<file path="config.mk">
export PLATFORM = sky130hd
export DESIGN_NAME = sprite_anim_engine_flat
export DESIGN_NICKNAME = d
export VERILOG_FILES = /design/src/rtl/sprite_anim_engine_if.sv /design/src/rtl/sprite_anim_engine.sv /design/src/flat_wrapper.sv
export SDC_FILE = /design/constraint.sdc
export NUM_CORES = 1
export LEC_CHECK = 0
export ABC_AREA = 0
export BUFFER_PORTS_ARGS = -buffer_cell sky130_fd_sc_hd__buf_2
export CAP_MARGIN = 40
export CELL_PAD_IN_SITES_DETAIL_PLACEMENT = 1
export CELL_PAD_IN_SITES_GLOBAL_PLACEMENT = 1
export CORE_MARGIN = 2
export CORE_UTILIZATION = 44
export DETAILED_ROUTE_END_ITERATION = 10
export MAX_ROUTING_LAYER = met4
export PLACE_DENSITY = 0.79
export REMOVE_ABC_BUFFERS = 1
export SLEW_MARGIN = 5
export SYNTH_ARGS = -nofsm -noshare
export SYNTH_HDL_FRONTEND = slang
export SYNTH_SLANG_ARGS = --single-unit
</file>
<file path="constraint.sdc">
create_clock -name Clk -period 5.2 [get_ports Clk]
set_input_delay 0.78 -clock Clk [delete_from_list [all_inputs] [get_ports Clk]]
set_output_delay 0.78 -clock Clk [all_outputs]
set_load 0.005 [all_outputs]
</file>
<file path="src/rtl/sprite_anim_engine_if.sv">
// rtl/sprite_anim_engine_if.sv - animation request bus between game logic and sprite engine (option: SPRITE_HFLIP_EN)
interface sprite_anim_engine_if #(
    parameter int NUM_TYPES  = 3,
    parameter int NUM_FRAMES = 5
);
    localparam int TYPE_W  = (NUM_TYPES  > 1) ? $clog2(NUM_TYPES)  : 1;
    localparam int FRAME_W = (NUM_FRAMES > 1) ? $clog2(NUM_FRAMES) : 1;

    logic               anim_req;
    logic [1:0]         anim_mode;
    logic [TYPE_W-1:0]  ship_type;
`ifdef SPRITE_HFLIP_EN
    logic               facing_left;
`endif
    logic               anim_ack;
    logic               anim_done;
    logic [FRAME_W-1:0] anim_frame;

`ifdef SPRITE_HFLIP_EN
    modport master (output anim_req, anim_mode, ship_type, facing_left,
                    input  anim_ack, anim_done, anim_frame);
    modport slave  (input  anim_req, anim_mode, ship_type, facing_left,
                    output anim_ack, anim_done, anim_frame);
`else
    modport master (output anim_req, anim_mode, ship_type,
                    input  anim_ack, anim_done, anim_frame);
    modport slave  (input  anim_req, anim_mode, ship_type,
                    output anim_ack, anim_done, anim_frame);
`endif
endinterface

</file>
<file path="src/rtl/sprite_anim_engine.sv">
// rtl/sprite_anim_engine.sv - sprite renderer with animation sequencer (option: SPRITE_HFLIP_EN)
module sprite_anim_engine #(
    parameter int SPRITE_W        = 80,
    parameter int SPRITE_H        = 80,
    parameter int NUM_TYPES       = 3,
    parameter int NUM_FRAMES      = 5,
    parameter int FRAME_HOLD      = 6,
    parameter int ADDR_W          = 19,
    parameter int DATA_W          = 4,
    parameter int TRANSPARENT_IDX = 0
) (
    input  logic                Clk,
    input  logic                Reset_n,
    input  logic                frame_clk,
    input  logic [9:0]          DrawX,
    input  logic [9:0]          DrawY,
    input  logic [9:0]          Pos_X,
    input  logic [9:0]          Pos_Y,
    sprite_anim_engine_if.slave anim_bus,
    output logic [ADDR_W-1:0]   read_address,
    input  logic [DATA_W-1:0]   rom_data,
    output logic                is_sprite,
    output logic [DATA_W-1:0]   pixel_data
);
    localparam int TYPE_W  = (NUM_TYPES  > 1) ? $clog2(NUM_TYPES)  : 1;
    localparam int FRAME_W = (NUM_FRAMES > 1) ? $clog2(NUM_FRAMES) : 1;
    localparam int HOLD_W  = (FRAME_HOLD > 1) ? $clog2(FRAME_HOLD) : 1;

    localparam logic [FRAME_W-1:0] LP_LAST_FRAME = FRAME_W'(NUM_FRAMES - 1);
    localparam logic [HOLD_W-1:0]  LP_LAST_HOLD  = HOLD_W'(FRAME_HOLD - 1);
    localparam logic signed [10:0] LP_W      = 11'(SPRITE_W);
    localparam logic signed [10:0] LP_H      = 11'(SPRITE_H);
    localparam logic signed [10:0] LP_HALF_W = 11'(SPRITE_W / 2);
    localparam logic signed [10:0] LP_HALF_H = 11'(SPRITE_H / 2);

    typedef enum logic [1:0] {
        S_STAND = 2'd0,
        S_LOOP  = 2'd1,
        S_ONCE  = 2'd2,
        S_DEAD  = 2'd3
    } state_t;

    state_t              r_state, w_state_nxt;
    logic [FRAME_W-1:0]  r_frame, w_frame_nxt;
    logic [HOLD_W-1:0]   r_hold,  w_hold_nxt;
    logic [TYPE_W-1:0]   r_type,  w_type_nxt;
    logic [TYPE_W-1:0]   r_dtype;
    logic [FRAME_W-1:0]  r_dframe;
    logic                r_ack, r_done, w_done_nxt;
    logic                r_frame_clk_q;
    logic                w_tick, w_accept;
    logic                r_inbox_d1, r_inbox_d2;
    logic signed [10:0]  w_lx, w_ly, w_lx_addr;
    logic                w_inbox;
    logic [ADDR_W-1:0]   w_img, w_addr;

    assign w_tick = frame_clk & ~r_frame_clk_q;

    // Edge detector for the frame strobe
    always_ff @(posedge Clk or negedge Reset_n) begin
        if (!Reset_n) r_frame_clk_q <= 1'b0;
        else          r_frame_clk_q <= frame_clk;
    end

    // Request acceptance: ONCE may only be pre-empted by DEAD, DEAD is terminal
    always_comb begin
        w_accept = 1'b0;
        if (anim_bus.anim_req) begin
            case (r_state)
                S_STAND, S_LOOP: w_accept = 1'b1;
                S_ONCE:          w_accept = (anim_bus.anim_mode == 2'd3);
                default:         w_accept = 1'b0;
            endcase
        end
    end

    // Next state: accept wins over a coincident tick, otherwise hold/frame advance
    always_comb begin
        w_state_nxt = r_state;
        w_frame_nxt = r_frame;
        w_hold_nxt  = r_hold;
        w_type_nxt  = r_type;
        w_done_nxt  = 1'b0;
        if (w_accept) begin
            w_state_nxt = state_t'(anim_bus.anim_mode);
            w_frame_nxt = '0;
            w_hold_nxt  = '0;
            w_type_nxt  = anim_bus.ship_type;
        end else if (w_tick) begin
            if (r_hold < LP_LAST_HOLD) begin
                w_hold_nxt = r_hold + HOLD_W'(1);
            end else begin
                w_hold_nxt = '0;
                case (r_state)
                    S_STAND: w_frame_nxt = '0;
                    S_LOOP:  w_frame_nxt = (r_frame == LP_LAST_FRAME) ? '0 : r_frame + FRAME_W'(1);
                    S_ONCE: begin
                        if (r_frame == LP_LAST_FRAME) begin
                            w_state_nxt = S_STAND;
                            w_frame_nxt = '0;
                            w_done_nxt  = 1'b1;
                        end else begin
                            w_frame_nxt = r_frame + FRAME_W'(1);
                        end
                    end
                    default: begin
                        if (r_frame != LP_LAST_FRAME) w_frame_nxt = r_frame + FRAME_W'(1);
                    end
                endcase
            end
        end
    end

    // Animation state register and handshake pulses
    always_ff @(posedge Clk or negedge Reset_n) begin
        if (!Reset_n) begin
            r_state <= S_STAND;
            r_frame <= '0;
            r_hold  <= '0;
            r_type  <= '0;
            r_ack   <= 1'b0;
            r_done  <= 1'b0;
        end else begin
            r_state <= w_state_nxt;
            r_frame <= w_frame_nxt;
            r_hold  <= w_hold_nxt;
            r_type  <= w_type_nxt;
            r_ack   <= w_accept;
            r_done  <= w_done_nxt;
        end
    end

    // Display shadow only moves on a tick so a frame never changes mid-scan
    always_ff @(posedge Clk or negedge Reset_n) begin
        if (!Reset_n) begin
            r_dtype  <= '0;
            r_dframe <= '0;
        end else if (w_tick && !w_accept) begin
            r_dtype  <= r_type;
            r_dframe <= r_frame;
        end
    end

`ifdef SPRITE_HFLIP_EN
    logic r_face, r_dface;

    // Facing direction follows the same latch/shadow path as ship type
    always_ff @(posedge Clk or negedge Reset_n) begin
        if (!Reset_n) begin
            r_face  <= 1'b0;
            r_dface <= 1'b0;
        end else begin
            if (w_accept)             r_face  <= anim_bus.facing_left;
            if (w_tick && !w_accept)  r_dface <= r_face;
        end
    end

    assign w_lx_addr = r_dface ? (LP_W - 11'sd1 - w_lx) : w_lx;
`else
    assign w_lx_addr = w_lx;
`endif

    assign anim_bus.anim_ack   = r_ack;
    assign anim_bus.anim_done  = r_done;
    assign anim_bus.anim_frame = r_frame;

    // 11-bit signed local coordinates; left/top clipping falls out as negative values
    assign w_lx    = $signed({1'b0, DrawX}) - $signed({1'b0, Pos_X}) + LP_HALF_W;
    assign w_ly    = $signed({1'b0, DrawY}) - $signed({1'b0, Pos_Y}) + LP_HALF_H;
    assign w_inbox = (w_lx >= 11'sd0) && (w_lx < LP_W) && (w_ly >= 11'sd0) && (w_ly < LP_H);
    assign w_img   = ADDR_W'(r_dtype) * ADDR_W'(NUM_FRAMES) + ADDR_W'(r_dframe);
    assign w_addr  = w_img * ADDR_W'(SPRITE_W * SPRITE_H)
                   + ADDR_W'($unsigned(w_ly)) * ADDR_W'(SPRITE_W)
                   + ADDR_W'($unsigned(w_lx_addr));

    // Pixel pipeline: address at +1, ROM data at +2, colour/opacity at +3
    always_ff @(posedge Clk or negedge Reset_n) begin
        if (!Reset_n) begin
            read_address <= '0;
            r_inbox_d1   <= 1'b0;
            r_inbox_d2   <= 1'b0;
            pixel_data   <= '0;
            is_sprite    <= 1'b0;
        end else begin
            read_address <= w_inbox ? w_addr : '0;
            r_inbox_d1   <= w_inbox;
            r_inbox_d2   <= r_inbox_d1;
            pixel_data   <= r_inbox_d2 ? rom_data : '0;
            is_sprite    <= r_inbox_d2 && (rom_data != DATA_W'(TRANSPARENT_IDX));
        end
    end
endmodule
</file>
<file path="src/flat_wrapper.sv">
// flat-port wrapper written by rule: the top's interface ports become plain ports
module sprite_anim_engine_flat 
#(
    parameter int SPRITE_W        = 80,
    parameter int SPRITE_H        = 80,
    parameter int NUM_TYPES       = 3,
    parameter int NUM_FRAMES      = 5,
    parameter int FRAME_HOLD      = 6,
    parameter int ADDR_W          = 19,
    parameter int DATA_W          = 4,
    parameter int TRANSPARENT_IDX = 0
)
  (Clk, Reset_n, frame_clk, DrawX, DrawY, Pos_X, Pos_Y, read_address, rom_data, is_sprite, pixel_data, anim_bus_anim_req, anim_bus_anim_mode, anim_bus_ship_type, anim_bus_anim_ack, anim_bus_anim_done, anim_bus_anim_frame);
  sprite_anim_engine_if #(.NUM_TYPES(NUM_TYPES), .NUM_FRAMES(NUM_FRAMES)) anim_bus_i ();
  input  logic Clk;
  input  logic Reset_n;
  input  logic frame_clk;
  input  logic [9:0] DrawX;
  input  logic [9:0] DrawY;
  input  logic [9:0] Pos_X;
  input  logic [9:0] Pos_Y;
  output logic [ADDR_W-1:0] read_address;
  input  logic [DATA_W-1:0] rom_data;
  output logic is_sprite;
  output logic [DATA_W-1:0] pixel_data;
  input wire logic [$bits(anim_bus_i.anim_req)-1:0] anim_bus_anim_req;
  input wire logic [$bits(anim_bus_i.anim_mode)-1:0] anim_bus_anim_mode;
  input wire logic [$bits(anim_bus_i.ship_type)-1:0] anim_bus_ship_type;
  output wire logic [$bits(anim_bus_i.anim_ack)-1:0] anim_bus_anim_ack;
  output wire logic [$bits(anim_bus_i.anim_done)-1:0] anim_bus_anim_done;
  output wire logic [$bits(anim_bus_i.anim_frame)-1:0] anim_bus_anim_frame;
  assign anim_bus_i.anim_req = anim_bus_anim_req;
  assign anim_bus_i.anim_mode = anim_bus_anim_mode;
  assign anim_bus_i.ship_type = anim_bus_ship_type;
  assign anim_bus_anim_ack = anim_bus_i.anim_ack;
  assign anim_bus_anim_done = anim_bus_i.anim_done;
  assign anim_bus_anim_frame = anim_bus_i.anim_frame;
  sprite_anim_engine #(.SPRITE_W(SPRITE_W), .SPRITE_H(SPRITE_H), .NUM_TYPES(NUM_TYPES), .NUM_FRAMES(NUM_FRAMES), .FRAME_HOLD(FRAME_HOLD), .ADDR_W(ADDR_W), .DATA_W(DATA_W), .TRANSPARENT_IDX(TRANSPARENT_IDX)) u_core (.Clk(Clk), .Reset_n(Reset_n), .frame_clk(frame_clk), .DrawX(DrawX), .DrawY(DrawY), .Pos_X(Pos_X), .Pos_Y(Pos_Y), .anim_bus(anim_bus_i), .read_address(read_address), .rom_data(rom_data), .is_sprite(is_sprite), .pixel_data(pixel_data));
endmodule
</file>
==> results_dict.tcl <==
set metrics [dict create \
    fin_worst_skew_ns 0.00923 \
    rows 36 \
    vias 4122 \
    fp.dieW_um 105 \
    failed_checks "setup timing" \
    clkLatencyLatePin_ns 0.30 \
    drive_gt1_share_pct 38.0 \
    hold_path_class "input pin to asynchronous set/reset pin" \
    layout_min_cycle_time_ns 5.28 \
    cts_tree "done" \
    io_pins 81 \
    use_met3_pct 3.31 \
    slew_headroom_pct 61.9 \
    ys_top_cells_by_area "ha_1, dfrtp_1, inv_1" \
    start_util_pct 45.7 \
    clkTransAtPathRegs_ns 0.08 \
    grt_pass1_vias 4421 \
    maxSlewViolCount 0 \
    tightestPinTransition_ns 0.568 \
    finalInstanceArea_um2 6090 \
    synth_seq_cells 44 \
    antenna_found_initial 0 \
    fmax_mhz 189 \
    period_share_pct 102 \
    grt_overflow_total 0 \
    startpoint_type "input pin" \
    ys_async_sr_fraction_pct 100 \
    drtIter0Drc 98 \
    h-tree-depth 2 \
    required_ns 5.43 \
    grt.busiest_layer "met2" \
    instances_no_fill 751 \
    hold_viol_final 0 \
    drt_wl_total_um 14800 \
    setup_viol 2 \
    synth.largest_area_cell "ha_1" \
    num-nets-final 787 \
    synth_seq_area_share_pct 24.5 \
    ant_nets 0 \
    cts_sinks 44 \
    outcome "finished with violations" \
    cts_root_buf "clkbuf_8" \
    vias_per_cell 5.49 \
    wl_per_cell_um 19.7 \
    crit_type "input pin to register" \
    gp_congestion 0.863 \
    setup_ws_ns -0.0837 \
    dp_slack_ns -0.676 \
    ys_top_cells_by_count "ha_1, inv_1, dfrtp_1" \
    place_inst 733 \
    totalNegativeSetupSlack_ns -0.140 \
    met2_usage_pct 44.9 \
    numCtsBuffers 5 \
    ys_warn_count 0 \
    core_area_um2 9820 \
    grtUsageMet1_pct 24.2 \
    dr.pass1.iters 4 \
    synth_cells 472 \
    drc_errors 0 \
    grt_pass1_wl_um 20300 \
    worst-path-max-fanout 4 \
    dp_hpwl_um 9540 \
    synthMostInstantiatedCell "ha_1" \
    synthDistinctLibCells 53 \
    fillers 1116 \
    die_area_um2 11000 \
    grt_max_degree 40 \
    grt.total_usage_pct 23.4 \
    critPathCaptureType "register" \
    critPathArrivalTime_ns 5.51 \
    io_buffers 80 \
    synth_top_area_share_pct 30.4 \
    rrSetupSlack_ns 0.43 \
    synth-edff-count 0 \
    antenna_cells 0 \
    place_area_um2 5440 \
    die_h_um 105 \
    cap_violations 0 \
    syn_to_final_growth_pct 35.6 \
    avgSynthCellArea_um2 9.52 \
    cts_buffer_depth 2 \
    synth-main-ff-cell "dfrtp_1" \
    netlist_area_um2 4490 \
]
-- stage by stage --
stage          utilization, %  hold slack (ns)
2_1_floorplan               -            0.331
3_3_place_gp             55.1            0.335
3_5_place_dp             55.4            0.340
4_1_cts                  58.6            0.302
5_1_grt                  62.0            0.289
6_report                 62.0            0.301
-- flip-flops by register name, indices dropped and copies added, names as in the netlist, 2 cells and up --
signal and cells:
u_core.r_hold 3, u_core.r_type 2, u_core.r_dframe 3, u_core.r_dtype 2, u_core.r_state 2, u_core.anim_bus.anim_frame 3
u_core.pixel_data 4, u_core.read_address 19
-- final timing paths --
| check | cells past startpoint | start | end |
|---|---|---|---|
| setup reg to reg | 18 | u_core.r_dtype[1] | u_core.read_address[18] |
| max in group asynchronous | 2 | Reset_n | u_core.read_address[0] |
| min in group Clk | 0 | u_core.r_inbox_d1 | u_core.r_inbox_d2 |
| hold / removal | 1 | Reset_n | u_core.read_address[14] |
| hold reg to reg | 0 | u_core.r_inbox_d1 | u_core.r_inbox_d2 |
| setup / recovery | 25 | DrawY[0] | u_core.read_address[16] |
-- kinds of logic (layout without fill, tap and decap cells) --
| group | after synthesis | in the layout | synth area share [%] |
|---|---|---|---|
| buf+inv | 66 | 212 | 5.68 |
| mux | 6 | 6 | 1.48 |
| xor+xnor | 36 | 36 | 7.19 |
| simple gates | 101 | 101 | 11.6 |
| compound gates | 101 | 101 | 15.1 |
| fa+ha+maj | 118 | 118 | 34.4 |
| flops | 44 | 44 | 24.5 |
-- worst max-delay path: stages --
cell      delay (ns)
buf_2           0.09
inv_1           0.06
ha_2            0.17
inv_2           0.05
ha_4            0.16
inv_2           0.06
fa_2            0.22
nor2b_2         0.06
o31a_1          0.30
or4b_1          0.53
nand3_2         0.12
ha_1            0.28
ha_4            0.30
inv_2           0.05
nor2_1          0.20
nor2_1          0.09
xnor2_1         0.13
ha_1            0.30
ha_1            0.30
o21ai_0         0.17
a211oi_4        0.33
and2_4          0.22
o21ai_4         0.06
a221o_1         0.38
nor2_2          0.12
-- cell type report --
cell class              count  area (µm²)  share of cell area [%]
clock buffers               6        82.6                    1.36
clock inverters             2        38.8                   0.637
inverters                  63         236                    3.88
multi-input cells         362        3570                    58.7
flip-flops and latches     44        1100                    18.1
well taps                 133         166                    2.73
repair buffers            141         891                    14.6
-- placed cells by master (no fill, tap or decap), drive strengths merged, types with 8 or more instances in the layout --
cell and instances:
buf 141, ha 109, inv 63, dfrtp 44, nor2 43, o21ai 25, xnor2 24, a21oi 24
nand2 15, xor2 12, and2 10, nor3 10, fa 9, a21o 8, a211oi 8
-- per-layer routing --
metal  share of wire, %  routed length [µm]
met4                4.5                 665
met5                  0                   0
met1                 35                5140
met2                 58                8550
met3                3.0                 451
-- what timing repair did --
item | 4_1_cts | 5_1_grt
hold buffers | 0 | 0
gates resized for setup | 32 | 47
pin swaps | 21 | 46
endpoints found under the setup margin | 4 | 5
setup buffers | 3 | 7
Power is left out: the tool's default activity adds up to more than one toggle a clock period on the data nets, which glitch-free logic cannot reach.
